### src/rtl/mem_port_arbiter_pkg.sv
// Shared types and constants for the unified IF/DM memory port arbiter.
// Holds the FSM state encoding, the fetch access size and the latched attribute record.
package mem_port_arbiter_pkg;

  typedef enum logic [1:0] {
    ARB_IDLE    = 2'd0,
    ARB_IF_BUSY = 2'd1,
    ARB_DM_BUSY = 2'd2,
    ARB_RESP    = 2'd3
  } arb_state_t;

  localparam logic [2:0] FUNC3_WORD = 3'b010;

  typedef struct packed {
    logic        we;
    logic [2:0]  func3;
    logic [31:0] addr;
    logic [31:0] wdata;
  } mem_attr_t;

  // Fetches are always full-word loads with no store data.
  function automatic mem_attr_t fetch_attr(input logic [31:0] addr);
    mem_attr_t a;
    a.we    = 1'b0;
    a.func3 = FUNC3_WORD;
    a.addr  = addr;
    a.wdata = 32'd0;
    return a;
  endfunction

endpackage

### src/rtl/mem_req_latch.sv
// Attribute register for the outstanding memory transaction (we, func3, addr, wdata).
// Loaded once per grant so the memory sees stable attributes while mem_req is high.
module mem_req_latch
  import mem_port_arbiter_pkg::*;
(
  input  logic      clk,
  input  logic      rst,
  input  logic      load,
  input  mem_attr_t d,
  output mem_attr_t q
);

  always_ff @(posedge clk or posedge rst) begin
    if (rst) begin
      q <= '0;
    end else if (load) begin
      q <= d;
    end
  end

endmodule

### src/rtl/mem_port_arbiter.sv
// Arbitrates the single memory port between fetch (IF) and data (DM) with DM priority
// and a streak limit that guarantees fetch eventually gets a grant.
module mem_port_arbiter
  import mem_port_arbiter_pkg::*;
#(
  parameter int unsigned MAX_DM_STREAK = 4
) (
  input  logic        clk,
  input  logic        rst,
  input  logic        if_req,
  input  logic [31:0] if_addr,
  output logic [31:0] if_rdata,
  output logic        if_valid,
  input  logic        dm_req,
  input  logic        dm_we,
  input  logic [2:0]  dm_func3,
  input  logic [31:0] dm_addr,
  input  logic [31:0] dm_wdata,
  output logic [31:0] dm_rdata,
  output logic        dm_valid,
  output logic        mem_req,
  output logic        mem_we,
  output logic [2:0]  mem_func3,
  output logic [31:0] mem_addr,
  output logic [31:0] mem_wdata,
  input  logic [31:0] mem_rdata,
  input  logic        mem_ack,
  output logic        stall
);

  localparam int SW = $clog2(MAX_DM_STREAK + 1);
  localparam logic [SW-1:0] STREAK_MAX = SW'(MAX_DM_STREAK);

  function automatic logic [SW-1:0] streak_sat_inc(input logic [SW-1:0] s);
    return (s >= STREAK_MAX) ? STREAK_MAX : s + 1'b1;
  endfunction

  arb_state_t      state, state_nxt;
  logic [SW-1:0]   streak, streak_nxt;
  logic            latch_load;
  mem_attr_t       latch_d;
  mem_attr_t       attr_q;

  always_comb begin
    state_nxt  = state;
    streak_nxt = streak;
    latch_load = 1'b0;
    latch_d    = '{we: dm_we, func3: dm_func3, addr: dm_addr, wdata: dm_wdata};
    unique case (state)
      ARB_IDLE: begin
        // DM wins unless IF is waiting and DM has already used up its streak.
        if (dm_req && (!if_req || (streak < STREAK_MAX))) begin
          state_nxt  = ARB_DM_BUSY;
          latch_load = 1'b1;
          streak_nxt = if_req ? streak_sat_inc(streak) : '0;
        end else if (if_req) begin
          state_nxt  = ARB_IF_BUSY;
          latch_load = 1'b1;
          latch_d    = fetch_attr(if_addr);
          streak_nxt = '0;
        end
      end
      ARB_IF_BUSY, ARB_DM_BUSY: begin
        if (mem_ack) state_nxt = ARB_RESP;
      end
      ARB_RESP: state_nxt = ARB_IDLE;
      default:  state_nxt = ARB_IDLE;
    endcase
  end

  always_ff @(posedge clk or posedge rst) begin
    if (rst) begin
      state  <= ARB_IDLE;
      streak <= '0;
    end else begin
      state  <= state_nxt;
      streak <= streak_nxt;
    end
  end

  mem_req_latch u_req_latch (
    .clk  (clk),
    .rst  (rst),
    .load (latch_load),
    .d    (latch_d),
    .q    (attr_q)
  );

  // Response registers: the valid pulse lands in RESP, the cycle after mem_ack.
  always_ff @(posedge clk or posedge rst) begin
    if (rst) begin
      if_valid <= 1'b0;
      dm_valid <= 1'b0;
      if_rdata <= 32'd0;
      dm_rdata <= 32'd0;
    end else begin
      if_valid <= (state == ARB_IF_BUSY) && mem_ack;
      dm_valid <= (state == ARB_DM_BUSY) && mem_ack;
      if ((state == ARB_IF_BUSY) && mem_ack) if_rdata <= mem_rdata;
      if ((state == ARB_DM_BUSY) && mem_ack) dm_rdata <= mem_rdata;
    end
  end

  assign mem_req   = (state == ARB_IF_BUSY) || (state == ARB_DM_BUSY);
  assign mem_we    = attr_q.we;
  assign mem_func3 = attr_q.func3;
  assign mem_addr  = attr_q.addr;
  assign mem_wdata = attr_q.wdata;

  assign stall = (if_req & ~if_valid) | (dm_req & ~dm_valid);

endmodule

### config.mk
export PLATFORM = sky130hd
export DESIGN_NAME = mem_port_arbiter
export DESIGN_NICKNAME = d
export VERILOG_FILES = /design/src/rtl/mem_port_arbiter_pkg.sv /design/src/rtl/mem_req_latch.sv /design/src/rtl/mem_port_arbiter.sv
export SDC_FILE = /design/constraint.sdc
export NUM_CORES = 1
export LEC_CHECK = 0
export CORE_ASPECT_RATIO = 1.1
export CORE_UTILIZATION = 40
export CTS_CLUSTER_DIAMETER = 80
export DETAILED_ROUTE_END_ITERATION = 7
export PLACE_DENSITY = 0.77
export RECOVER_POWER = 50
export SETUP_SLACK_MARGIN = 0.4
export SLEW_MARGIN = 30
export SYNTH_ARGS = -nofsm -noshare
export SYNTH_HDL_FRONTEND = slang
export SYNTH_SLANG_ARGS = --single-unit
### constraint.sdc
create_clock -name clk -period 5.15 [get_ports clk]
set_input_delay 1.03 -clock clk [delete_from_list [all_inputs] [get_ports clk]]
set_output_delay 1.03 -clock clk [all_outputs]
set_load 0.05 [all_outputs]
==> impl_metrics.toml <==
[drt]
wl_per_cell_um = 18.3
detailedRoute.firstIterationViolations = 188
route.vias.total = 4200
postRouteWirelength_um = 15300
detail_route.first_pass.iterations = 4
drt.antenna.violating_nets = 0
vias_per_cell = 5.01
detail_route.drc_violations = 0

[setup_path]
worstPathRequired_ns = 5.49
critical_path.endpoint_type = "flop"
start_kind = "input port"
worst_path_dominant_cell_family = "compound AO/OA/AOI/OAI gates"
worst_path_max_delay_cell = "o21ai_0"
worst-path-buf-inv = 2
cell_chain_critical_path = "dlygate4sd3_1 > o21ai_0 > clkbuf_2 > a22o_1"
critPathKind = "in2reg"
crit_path_max_incr_delay_ns = 1.66
timing.critical_path.fanout_max = 36
worst-endpoint-arrival_ns = 4.38

[floorplan]
placement_rows = 44
floorplan.die.height_um = 125
chipWidth_um = 113
core_region_area_um2 = 13300
ioPinCount = 273
die-area_um2 = 14100
start_util_pct = 41.2

[clock_tree]
htree_num_levels = 4
cts_resized = 0
numClockSinks = 139
clock_insertion_delay_worst_skew_ns = 0.41
ctsLongestPathBuffers = 2
postCtsSetupBuffers = 0
cts_root_buffer = "clkbuf_16"
cts_tree = "done"
cts_made_buffers = 17
cts.clk_slew.worst_paths_ns = 0.06
cts_hold_fix_bufs = 0

[yosys]
synth_warnings = 0
synthDominantCellAreaShare_pct = 63.7
ys_async_sr_fraction_pct = 100
synth_enable_flop_cells = 0
synth.net_count = 507
synth.largest_area_cell = "dfrtp_1"
yosys_register_bits = 139
mapped_avg_cell_area_um2 = 15.0
synth_area_leaders = "dfrtp_1, mux2_2, o221a_1"
synthCells = 364
dominantRegCellSynth = "dfrtp_1"
synth.lib_cells_used.distinct = 26
synth.yosys.seq_area_share_pct = 63.7
post_synth_instance_area_um2 = 5460

[power_and_ir_drop]
cellLeakagePower_nw = 3.79
power_density_nw_per_um2 = 824
maximum_ir_drop_on_the_vdd_rail_mv = 0.475

[sta]
final_hold_viol_count = 0
grt_setup_unrepaired = "no"
timing_max_transition_violations_final = 18
fin_crit_sh_pct = 78.4
setup-violations-final = 0
period_minus_slack_ns = 4.04
relSlewSlack_pct = -45.8
final.setup.tns_ns = 0
tightestPinTransition_ns = 2.16
setup_ws_ns = 1.11
final.setup_skew_ns = 0.0103
hold_slack_ns = 0.497
max_freq_mhz = 248

[cells_and_area]
area.growth.synth_to_final_pct = 63.5
num-nets-final = 784
drive_gt1_share_pct = 15.9
final_core_util_pct = 67.3

[global_routing]
grt_start_max_net_pins = 97
grt_antenna_before_repair = 1
grt-ovfl-total = 0
total_grt_usage_pct = 22.4
grt_first_pass_wirelength_um = 24100
number_of_global_route_vias_before_repair = 4606

[outcome]
failing_checks = "max-capacitance violations, max-slew violations"
run_status = "finished, violations left"

[place]
placement.setup.worst_slack_ns = 1.38
detailed_place_hpwl_um = 10900
gp_congestion = 0.824
portBuffers = 272

[job]
maxCapViolCount = 1

[min_path]
hold_path.class = "reg2reg"
[final cells by class]
class	count	area, um2
Fill cell	971	4330
Sequential cell	139	3480
Timing Repair Buffer	281	2800
Multi-Input combinational cell	191	1810
Clock buffer	22	484
Tap cell	184	230
Clock inverter	10	91.3
Inverter	11	42.5
Antenna cell	1	2.50
[cells in the mapped netlist (2+ instances only)]
cell type / count
a22o_1: 37
a31oi_1: 2
buf_2: 18
buf_6: 3
clkbuf_1: 2
dfrtp_1: 139
ha_1: 6
inv_1: 10
mux2_2: 64
nand2_1: 6
nand2b_1: 32
o221a_1: 30
o221a_2: 2
[layer usage]
layer | track usage, % | part of all wire (%) | vias up
met5 | 0 | 0 | -
met4 | 9.75 | 2.4 | 0
met3 | 8.47 | 8.6 | 24
met2 | 38.9 | 52 | 165
met1 | 24.1 | 37 | 2119
li1 | - | - | 1892
[worst reg2reg max path, cell delays in order (launching register included)]
cell and delay (ns):
dfrtp_1 0.40, inv_1 0.11, ha_1 0.27, o21ai_0 0.76
clkbuf_2 0.67, a22o_1 0.35
[report_power, final]
group | total, mW | internal (mW) | switching, mW | leakage (nW)
clock network | 1.17 | 0.714 | 0.452 | 0.282
registers | 1.93 | 1.64 | 0.289 | 1.66
logic | 4.27 | 1.58 | 2.68 | 1.85
[stage by stage]
stage,total power [mW],cells,area (um2)
final,7.37,839,8930
after global routing,7.68,839,8930
after CTS,7.43,837,8960
after detailed placement,6.22,805,8390
after global placement,6.13,804,8360
after floorplan,4.74,364,5470
[layout by cell type, fill, tap and decap left out, drive strengths merged]
cell           instances
nor2b                  1
a22o                  37
clkdlybuf4s50        269
o221a                 32
diode                  1
a31oi                  2
nor2                   1
buf                    5
o22ai                  1
ha                     6
a2bb2oi                1
nand2b                32
a32oi                  1
clkbuf                26
mux2                  65
nand2                  6
nand3                  1
and3                   1
o211ai                 1
clkinv                 7
o21ai                  1
clkinvlp               3
mux2i                  1
bufinv                 1
inv                   10
and4b                  1
dlygate4sd3            3
dfrtp                139
[path summary, 6_finish.rpt]
path                       cells past startpoint  slack, ns              start           endpoint
setup / recovery                               4       1.11             dm_req   u_req_latch.q[2]
hold / removal                                 1       0.50  u_req_latch.q[11]  u_req_latch.q[11]
setup reg to reg                               5       2.48           state[0]   u_req_latch.q[2]
hold reg to reg                                1       0.50  u_req_latch.q[11]  u_req_latch.q[11]
max in group asynchronous                      3       2.35                rst  u_req_latch.q[54]
min in group asynchronous                      2       1.30                rst       dm_rdata[26]
[logic make-up (layout without fill, tap and decap cells)]
| group | after synthesis | in the layout | synth area share [%] |
|---|---|---|---|
| AOI/OAI and AO/OA | 76 | 76 | 13.6 |
| other | 0 | 1 | 0 |
| adders and majority gates | 6 | 6 | 1.37 |
| buffers and inverters | 34 | 324 | 3.16 |
| muxes | 66 | 66 | 13.6 |
| DFF | 139 | 139 | 63.7 |
| and+or+nand+nor | 43 | 43 | 4.65 |
[state kept, by name, indices dropped and copies added, names as in the netlist]
signal         cells
if_valid           1
dm_valid           1
streak             3
dm_rdata          32
state              2
u_req_latch.q     68
if_rdata          32
No activity file was read; power rests on OpenSTA's default activity.
